## src/rtl/decode_stage_hz_if.sv

```systemverilog
// Fetch/write-back/ID-EX signal bundle for decode_stage_hz.
// The master side is fetch plus write-back; the slave side is the decode stage.
interface decode_stage_hz_if #(
  parameter int DATA_W = 16,
  parameter int CNT_W  = 8
);
  logic [15:0]       instruction;
  logic              in_valid;
  logic              stall_in;
  logic              flush;
  logic              wb_we;
  logic [2:0]        wb_addr;
  logic [DATA_W-1:0] wb_data;

  logic              hazard_stall;
  logic              valid_r;
  logic [1:0]        ALUOp_r;
  logic [1:0]        carrySelect_r;
  logic              WB_ALUtoReg_r;
  logic              RegWrite_r;
  logic              MemRead_r;
  logic              MemWrite_r;
  logic              use_imm_r;
  logic [DATA_W-1:0] read_data1_r;
  logic [DATA_W-1:0] read_data2_r;
  logic [DATA_W-1:0] imm_r;
  logic [2:0]        rd_addr_r;
  logic [2:0]        rs2_addr_r;
  logic [CNT_W-1:0]  bubble_count;

  modport master (
    output instruction, in_valid, stall_in, flush, wb_we, wb_addr, wb_data,
    input  hazard_stall, valid_r, ALUOp_r, carrySelect_r, WB_ALUtoReg_r, RegWrite_r,
           MemRead_r, MemWrite_r, use_imm_r, read_data1_r, read_data2_r, imm_r,
           rd_addr_r, rs2_addr_r, bubble_count
  );

  modport slave (
    input  instruction, in_valid, stall_in, flush, wb_we, wb_addr, wb_data,
    output hazard_stall, valid_r, ALUOp_r, carrySelect_r, WB_ALUtoReg_r, RegWrite_r,
           MemRead_r, MemWrite_r, use_imm_r, read_data1_r, read_data2_r, imm_r,
           rd_addr_r, rs2_addr_r, bubble_count
  );
endinterface

```

## src/rtl/decode_stage_hz.sv

```systemverilog
// Decode stage with bypassed register file, load-use bubble insertion,
// stall/flush handling and a saturating hazard-bubble counter.
module decode_stage_hz #(
  parameter int DATA_W = 16,
  parameter int N_REGS = 8,
  parameter int CNT_W  = 8
) (
  input  logic               clk,
  input  logic               rst,
  decode_stage_hz_if.slave   bus
);

  typedef enum logic [2:0] {
    OP_NOP  = 3'b000,
    OP_ALU  = 3'b001,
    OP_ADDI = 3'b010,
    OP_LDM  = 3'b011,
    OP_STD  = 3'b100,
    OP_SETC = 3'b101,
    OP_CLRC = 3'b110,
    OP_RSV  = 3'b111
  } op_e;

  typedef struct packed {
    logic              valid;
    logic [1:0]        alu_op;
    logic [1:0]        carry_sel;
    logic              wb_alu;
    logic              reg_write;
    logic              mem_read;
    logic              mem_write;
    logic              use_imm;
    logic [DATA_W-1:0] rd1;
    logic [DATA_W-1:0] rd2;
    logic [DATA_W-1:0] imm;
    logic [2:0]        rd;
    logic [2:0]        rs2;
  } idex_t;

  localparam logic [3:0] NREGS4 = 4'(N_REGS);

  op_e               op;
  logic [2:0]        rd;
  logic [2:0]        rs2;
  logic [DATA_W-1:0] rf [N_REGS];
  logic [DATA_W-1:0] rdata1;
  logic [DATA_W-1:0] rdata2;
  logic              reads_rd;
  logic              reads_rs2;
  logic              hazard;
  idex_t             dec;
  idex_t             idex;
  logic [CNT_W-1:0]  cnt;

  assign op  = op_e'(bus.instruction[15:13]);
  assign rd  = bus.instruction[12:10];
  assign rs2 = bus.instruction[9:7];

  always_ff @(posedge clk or posedge rst) begin
    if (rst) begin
      rf <= '{default: '0};
    end else if (bus.wb_we && ({1'b0, bus.wb_addr} < NREGS4)) begin
      rf[bus.wb_addr] <= bus.wb_data;
    end
  end

  // Out-of-range addresses read 0 even when write-back targets them.
  always_comb begin
    rdata1 = '0;
    rdata2 = '0;
    if ({1'b0, rd} < NREGS4)
      rdata1 = (bus.wb_we && bus.wb_addr == rd) ? bus.wb_data : rf[rd];
    if ({1'b0, rs2} < NREGS4)
      rdata2 = (bus.wb_we && bus.wb_addr == rs2) ? bus.wb_data : rf[rs2];
  end

  always_comb begin
    dec       = '0;
    reads_rd  = 1'b0;
    reads_rs2 = 1'b0;
    dec.valid = bus.in_valid;
    dec.rd1   = rdata1;
    dec.rd2   = rdata2;
    dec.imm   = {{(DATA_W-7){bus.instruction[6]}}, bus.instruction[6:0]};
    dec.rd    = rd;
    dec.rs2   = rs2;
    if (bus.in_valid) begin
      case (op)
        OP_ALU: begin
          dec.alu_op    = bus.instruction[1:0];
          dec.reg_write = 1'b1;
          dec.wb_alu    = 1'b1;
          reads_rd      = 1'b1;
          reads_rs2     = 1'b1;
        end
        OP_ADDI: begin
          dec.use_imm   = 1'b1;
          dec.reg_write = 1'b1;
          dec.wb_alu    = 1'b1;
          reads_rs2     = 1'b1;
        end
        OP_LDM: begin
          dec.use_imm   = 1'b1;
          dec.mem_read  = 1'b1;
          dec.reg_write = 1'b1;
          reads_rs2     = 1'b1;
        end
        OP_STD: begin
          dec.use_imm   = 1'b1;
          dec.mem_write = 1'b1;
          reads_rd      = 1'b1;
          reads_rs2     = 1'b1;
        end
        OP_SETC: dec.carry_sel = 2'b01;
        OP_CLRC: dec.carry_sel = 2'b10;
        default: ;
      endcase
    end
  end

  assign hazard = idex.valid & idex.mem_read & bus.in_valid &
                  ((reads_rd & (rd == idex.rd)) | (reads_rs2 & (rs2 == idex.rd)));
  assign bus.hazard_stall = hazard & ~bus.flush & ~bus.stall_in;

  always_ff @(posedge clk or posedge rst) begin
    if (rst) begin
      idex <= '0;
      cnt  <= '0;
    end else if (bus.flush) begin
      idex <= '0;
    end else if (bus.stall_in) begin
      idex <= idex;
    end else if (hazard) begin
      idex <= '0;
      if (cnt != '1) cnt <= cnt + CNT_W'(1);
    end else begin
      idex <= dec;
    end
  end

  assign bus.valid_r       = idex.valid;
  assign bus.ALUOp_r       = idex.alu_op;
  assign bus.carrySelect_r = idex.carry_sel;
  assign bus.WB_ALUtoReg_r = idex.wb_alu;
  assign bus.RegWrite_r    = idex.reg_write;
  assign bus.MemRead_r     = idex.mem_read;
  assign bus.MemWrite_r    = idex.mem_write;
  assign bus.use_imm_r     = idex.use_imm;
  assign bus.read_data1_r  = idex.rd1;
  assign bus.read_data2_r  = idex.rd2;
  assign bus.imm_r         = idex.imm;
  assign bus.rd_addr_r     = idex.rd;
  assign bus.rs2_addr_r    = idex.rs2;
  assign bus.bubble_count  = cnt;

endmodule

```

## src/flat_wrapper.sv

```systemverilog
// flat-port wrapper written by rule: the top's interface ports become plain ports
module decode_stage_hz_flat 
#(
  parameter int DATA_W = 16,
  parameter int N_REGS = 8,
  parameter int CNT_W  = 8
)
  (clk, rst, bus_instruction, bus_in_valid, bus_stall_in, bus_flush, bus_wb_we, bus_wb_addr, bus_wb_data, bus_hazard_stall, bus_valid_r, bus_ALUOp_r, bus_carrySelect_r, bus_WB_ALUtoReg_r, bus_RegWrite_r, bus_MemRead_r, bus_MemWrite_r, bus_use_imm_r, bus_read_data1_r, bus_read_data2_r, bus_imm_r, bus_rd_addr_r, bus_rs2_addr_r, bus_bubble_count);
  decode_stage_hz_if #(.DATA_W(DATA_W), .CNT_W(CNT_W)) bus_i ();
  input  logic clk;
  input  logic rst;
  input wire logic [$bits(bus_i.instruction)-1:0] bus_instruction;
  input wire logic [$bits(bus_i.in_valid)-1:0] bus_in_valid;
  input wire logic [$bits(bus_i.stall_in)-1:0] bus_stall_in;
  input wire logic [$bits(bus_i.flush)-1:0] bus_flush;
  input wire logic [$bits(bus_i.wb_we)-1:0] bus_wb_we;
  input wire logic [$bits(bus_i.wb_addr)-1:0] bus_wb_addr;
  input wire logic [$bits(bus_i.wb_data)-1:0] bus_wb_data;
  output wire logic [$bits(bus_i.hazard_stall)-1:0] bus_hazard_stall;
  output wire logic [$bits(bus_i.valid_r)-1:0] bus_valid_r;
  output wire logic [$bits(bus_i.ALUOp_r)-1:0] bus_ALUOp_r;
  output wire logic [$bits(bus_i.carrySelect_r)-1:0] bus_carrySelect_r;
  output wire logic [$bits(bus_i.WB_ALUtoReg_r)-1:0] bus_WB_ALUtoReg_r;
  output wire logic [$bits(bus_i.RegWrite_r)-1:0] bus_RegWrite_r;
  output wire logic [$bits(bus_i.MemRead_r)-1:0] bus_MemRead_r;
  output wire logic [$bits(bus_i.MemWrite_r)-1:0] bus_MemWrite_r;
  output wire logic [$bits(bus_i.use_imm_r)-1:0] bus_use_imm_r;
  output wire logic [$bits(bus_i.read_data1_r)-1:0] bus_read_data1_r;
  output wire logic [$bits(bus_i.read_data2_r)-1:0] bus_read_data2_r;
  output wire logic [$bits(bus_i.imm_r)-1:0] bus_imm_r;
  output wire logic [$bits(bus_i.rd_addr_r)-1:0] bus_rd_addr_r;
  output wire logic [$bits(bus_i.rs2_addr_r)-1:0] bus_rs2_addr_r;
  output wire logic [$bits(bus_i.bubble_count)-1:0] bus_bubble_count;
  assign bus_i.instruction = bus_instruction;
  assign bus_i.in_valid = bus_in_valid;
  assign bus_i.stall_in = bus_stall_in;
  assign bus_i.flush = bus_flush;
  assign bus_i.wb_we = bus_wb_we;
  assign bus_i.wb_addr = bus_wb_addr;
  assign bus_i.wb_data = bus_wb_data;
  assign bus_hazard_stall = bus_i.hazard_stall;
  assign bus_valid_r = bus_i.valid_r;
  assign bus_ALUOp_r = bus_i.ALUOp_r;
  assign bus_carrySelect_r = bus_i.carrySelect_r;
  assign bus_WB_ALUtoReg_r = bus_i.WB_ALUtoReg_r;
  assign bus_RegWrite_r = bus_i.RegWrite_r;
  assign bus_MemRead_r = bus_i.MemRead_r;
  assign bus_MemWrite_r = bus_i.MemWrite_r;
  assign bus_use_imm_r = bus_i.use_imm_r;
  assign bus_read_data1_r = bus_i.read_data1_r;
  assign bus_read_data2_r = bus_i.read_data2_r;
  assign bus_imm_r = bus_i.imm_r;
  assign bus_rd_addr_r = bus_i.rd_addr_r;
  assign bus_rs2_addr_r = bus_i.rs2_addr_r;
  assign bus_bubble_count = bus_i.bubble_count;
  decode_stage_hz #(.DATA_W(DATA_W), .N_REGS(N_REGS), .CNT_W(CNT_W)) u_core (.clk(clk), .rst(rst), .bus(bus_i));
endmodule
```

## config.mk

```make
export PLATFORM = sky130hd
export DESIGN_NAME = decode_stage_hz_flat
export DESIGN_NICKNAME = d
export VERILOG_FILES = /design/src/rtl/decode_stage_hz_if.sv /design/src/rtl/decode_stage_hz.sv /design/src/flat_wrapper.sv
export SDC_FILE = /design/constraint.sdc
export NUM_CORES = 1
export LEC_CHECK = 0
export CAP_MARGIN = 10
export CORE_ASPECT_RATIO = 2
export CORE_MARGIN = 8
export CORE_UTILIZATION = 50
export DETAILED_ROUTE_END_ITERATION = 16
export PLACE_DENSITY_LB_ADDON = 0.08
export SLEW_MARGIN = 25
export SYNTH_ARGS = -nofsm -noshare
export SYNTH_HDL_FRONTEND = slang
export SYNTH_SLANG_ARGS = --single-unit
```

## constraint.sdc

```tcl
create_clock -name clk -period 11.45 [get_ports clk]
set_input_delay 2.29 -clock clk [delete_from_list [all_inputs] [get_ports clk]]
set_output_delay 2.29 -clock clk [all_outputs]
set_load 0.1 [all_outputs]
```

# Yosys cells after proc, flatten, opt, wreduce, memory -nomap -nowiden

Index checks and enable logic that the tools add are counted.

Register bits: 200
Logic and storage cells: 87
Input bits: 41
Output and inout port bits: 73

Bitwise logic cells: 13
Muxes and demuxes: 26
Eq/ne operators: 12
Reduce and logical (&&, ||, !) cells: 9
$add $sub $neg: 1
Magnitude comparators: 4

Operators by type and width:

| operator                                                   | number |
|---|---|
| 2-to-1 mux 64 bit                                          | 3 |
| bitwise mux 128 bit                                        | 1 |
| 2-to-1 mux 16 bit                                          | 7 |
| binary-select mux 16 bit (select 3 bit)                    | 2 |
| demux 16 bit (select 3 bit)                                | 1 |
| == test 3 bit                                              | 4 |
| greater-or-equal comparator 4 bit, second input constant   | 3 |
| NOT 3 -> 4 bit                                             | 3 |
| == test 3 bit, second input constant                       | 3 |
| 2-to-1 mux 1 bit                                           | 9 |
| 2-to-1 mux 9 bit                                           | 1 |
| adder 8 x 1 -> 8 bit, second input constant                | 1 |
| != test 8 bit, second input constant                       | 1 |
| bitwise AND 1 bit                                          | 7 |
| == test 3 x 2 -> 1 bit, second input constant              | 2 |
| OR reduction 3 bit                                         | 2 |
| less-than comparator 4 x 1 -> 1 bit, second input constant | 1 |
| one-hot mux 2 bit (2 select lines)                         | 1 |
| AND reduction 4 bit                                        | 1 |
| OR reduction 2 bit                                         | 2 |
| OR reduction 4 bit                                         | 1 |
| == test 3 x 1 -> 1 bit, second input constant              | 1 |
| logical AND 1 bit                                          | 3 |
| 2-to-1 mux 2 bit                                           | 1 |
| other kinds (3)                                            | 4 |

# Longest topological paths before layout

Depth in word-level cells: 10
Mapped depth: 8
Mapped depth without buffers: 6

# Least setup slack after synthesis

OpenSTA, ideal clock, no wires.

Path kind: in2out
Start point: input port bus_instruction[13]
End point: output port bus_hazard_stall
Buffers on the path: 1
Arrival time: 5.806 ns
Required time: 9.160 ns
Slack: 3.354 ns
Stages: 5
Path through: clkbuf_2 -> nor2_2 -> xnor2_1 -> nand4_1 -> nor4_1

Cells in the longest elaborated chain, start to end: 9
Elaborated cells between the ends (all ways): 16
Those cells by class: eq/ne: 4; mux: 4; bitwise: 6; reduce/logical: 2

RTL lines:

| what                                                                      | RTL line               | RTL |
|---|---|---|
| start, declared                                                           | flat_wrapper.sv:12     | `input wire logic [$bits(bus_i.instruction)-1:0] bus_instruction;` |
| == test 3 x 1 -> 1 bit (tied with other cells)                            | decode_stage_hz.sv:88  | `case (op)` |
| OR reduction 4 bit (no source line) or OR reduction 2 bit (tied branches) | n/a                    |  |
| 2-to-1 mux 1 bit                                                          | decode_stage_hz.sv:88  |  |
| 2-to-1 mux 1 bit                                                          | decode_stage_hz.sv:87  | `if (bus.in_valid) begin` |
| bitwise AND 1 bit                                                         | decode_stage_hz.sv:122 | `((reads_rd & (rd == idex.rd)) \| (reads_rs2 & (rs2 == idex.rd)));` |
| bitwise OR 1 bit (*)                                                      | decode_stage_hz.sv:122 |  |
| bitwise AND 1 bit (*)                                                     | decode_stage_hz.sv:121 | `assign hazard = idex.valid & idex.mem_read & bus.in_valid &` |
| bitwise AND 1 bit (*) (2 in a row)                                        | decode_stage_hz.sv:123 | `assign bus.hazard_stall = hazard & ~bus.flush & ~bus.stall_in;` |
| end, declared                                                             | flat_wrapper.sv:19     | `output wire logic [$bits(bus_i.hazard_stall)-1:0] bus_hazard_stall;` |

Every way passes the cells marked *; elsewhere a longest branch is shown, timed or not.

# Final worst setup path

Ends and elaborated chain as after synthesis.

==> metrics <==
PortBufs between 100 and 150; Vias approximately 6.4k; FF+latch count, synth between 150 and 200; buffer levels on the longest clock path 2; Tot Pwr a little over 2 mW; ranking of synthesized cells by area dfrtp_1, mux2_2, mux4_2; initial core utilization roughly 50%; Post-Layout Cell Count around 1.1k; Final Cycle Share a little under two thirds; peak supply drop approximately 0.13 mV; drt wl/cell 23.40 um; Final Max Tran Viols 0; placed insts approximately 1.0k; H-tree depth 4; CTS tree done; Worst Clk Skew a little under 7 ps; switching power roughly 0.64 mW; Pre-antenna DRT Iters 4; Worst-Margin Slew 1051 ps; Die Y-Extent ~210 um; post-route cell area ~12000 um2; most common cell after layout, fill and taps aside dfrtp_1; drt via density between 6 and 7; gr usage total approximately 22%; placed cell areas approximately 11000 um2; die width ~110 um; first-pass GRT wire length roughly 40000 um; Ys Warns 0; sequential fraction of design power a little over two fifths; Top Ports approximately 110; Die ar. between 20000 and 25000 um2; Filler Cells Inserted about 1.6k; RD Place Congestion 0.7986; Worst-Skew Late Latency 430 ps; hold slack about 480 ps; Antenna Cells 0; post_cts resized 0; total core area between 15000 and 20000 um2; commonest non-fill, non-tap cells in the layout dfrtp_1, mux2_2, clkdlybuf4s50_1, nand2_1, o21ai_0; Mapped Nets between 700 and 800; CTS Hold Bufs 0; status complete, no violations; Final nets approximately 830; final hold violation count 0; fin crit period approximately 7300 ps; 1st-iter DRT viols roughly 380; CTS buffer count 17; share of total power in combinational logic between 20% and 30%; Largest stage delay, worst path roughly 1200 ps; Req. time, crit path between 9000 and 10000 ps; # setup viols final 0; Leak 4.890 nW; DRC 0; Final TNS setup 0 ps; slowest stage cell, crit path clkdlybuf4s50_1; Storage cell area around 4800 um2; Worst-path clk slew roughly 70 ps; Synth area leader dfrtp_1; Fmax between 100 and 150 MHz; sequential area share after synthesis around half; CTS Sinks between 150 and 200; crit end category output port; relative slew slack between 20% and 30%; layout cell share with drive strength beyond 1 32.59%; Worst Path Max Fanout 6; Setup CP Type in2out; postcts setup bufs 0; antenna violations before repair 0; RSZ-0062 raised after global routing false; final worst slack 4177 ps; Cell Area, Synth ~9700 um2; root buf cell clkbuf_16; largest net degree at the start of global routing between 100 and 150; DPL Wire Length 16010 um; pre-CTS setup slack ~4200 ps; num rows about 70; Final ANT Viol Nets 0; Cells after Synth ~720; Routed WL between 20000 and 25000 um; Pwr Density roughly 180 nW/um2; Core Util, Final ~60%; area of the multi-input gates approximately 4500 um2; post-synth top area share between 40 and 50%; Worst EP arrival 4980 ps; crit path cell chain clkdlybuf4s50_1 -> nor2_2 -> xnor2_1 -> nand4_1 -> nor4_1 -> clkdlybuf4s50_1; distinct cell type count after synthesis 38; Clk pwr share a little under a third; Worst setup SP type input port; most used cell, CP clkdlybuf4s50_1; Avg Inst Size Synth 13.50 um2; vias in the first global route 6960; gr ovfl total 0; internal power around 1.4 mW; switching share of power roughly 31%; Tightest Hold Check Type reg2reg; max-cap violation count 0; area delta synth->final 19.60%
layer usage:
layer | GRT usage (%) | up-vias | wire length (um)
li1 | - | 2787 | -
met1 | 24.83 | 3349 | 9425
met2 | 38.47 | 209 | 13380
met3 | 3.983 | 46 | 1264
met4 | 9.755 | 0 | 802
met5 | 0 | - | 0
sequential cells by signal, indices dropped and copies added, names as in the netlist:
register / flops
u_core.bus.ALUOp_r: 2
u_core.bus.MemRead_r: 1
u_core.bus.MemWrite_r: 1
u_core.bus.RegWrite_r: 1
u_core.bus.WB_ALUtoReg_r: 1
u_core.bus.bubble_count: 8
u_core.bus.carrySelect_r: 2
u_core.bus.imm_r: 7
u_core.bus.rd_addr_r: 3
u_core.bus.read_data1_r: 16
u_core.bus.read_data2_r: 16
u_core.bus.rs2_addr_r: 3
u_core.bus.use_imm_r: 1
u_core.bus.valid_r: 1
u_core.rf: 128
path summary, 6_finish.rpt:
check / from / endpoint / slack [ps] / cells past startpoint
hold / removal: u_core.bus.read_data2_r[11] / u_core.bus.read_data2_r[11] / 480 / 2
setup reg to reg: u_core.bus.rd_addr_r[2] / u_core.bus.MemRead_r / 9160 / 7
hold reg to reg: u_core.bus.read_data2_r[11] / u_core.bus.read_data2_r[11] / 480 / 2
max in group asynchronous: rst / u_core.rf[90] / 7800 / 3
min in group asynchronous: rst / u_core.rf[108] / 2390 / 2
setup / recovery: bus_instruction[13] / bus_hazard_stall / 4180 / 6
synth_stat cells, drive strengths merged:
master / instances
dfrtp: 191
mux2: 129
nand2: 69
o21ai: 66
mux4: 64
buf: 48
mux2i: 32
clkbuf: 28
a22o: 17
xor2: 13
nor2: 8
xnor2: 8
nor3: 7
a32o: 6
inv: 5
nand4: 4
nand3: 3
nand4b: 3
nor3b: 3
a31oi: 2
and3: 2
nor2b: 2
a41oi: 1
ha: 1
nand2b: 1
nor4: 1
nor4b: 1
or4b: 1
cell type report:
cell class	count	share of cell area, %
clock buffer	19	3.918
clock inverter	13	1.602
inverter	5	0.2273
multi-input combinational	444	39.25
sequential	191	41.35
tap	259	2.803
timing repair buffer	132	10.86
kinds of logic after synthesis:
logic type      Yosys count  synth area share [%]
compound gates           92                 5.799
mux                     225                 33.29
fa+ha+maj                 1                0.1294
xor+xnor                 21                 1.981
simple gates            105                 5.243
flops                   191                 49.45
buf+inv                  81                 4.103
power by group through the flow:
stage | Clock [mW] | Sequential, mW | Combinational [mW]
detailed placement | 0 | 0.893 | 0.547
floorplan | 0 | 0.988 | 0.307
finish | 0.635 | 0.884 | 0.543
global route | 0.678 | 0.897 | 0.581
CTS | 0.652 | 0.881 | 0.548
global placement | 0 | 0.881 | 0.534
critical path: cells and delay by family:
family                    cells  cell delay, ps
buffers and inverters         2            1740
and+or+nand+nor               3             810
xor gates and xnor gates      1             150
Power figures use the tool's default switching activity.
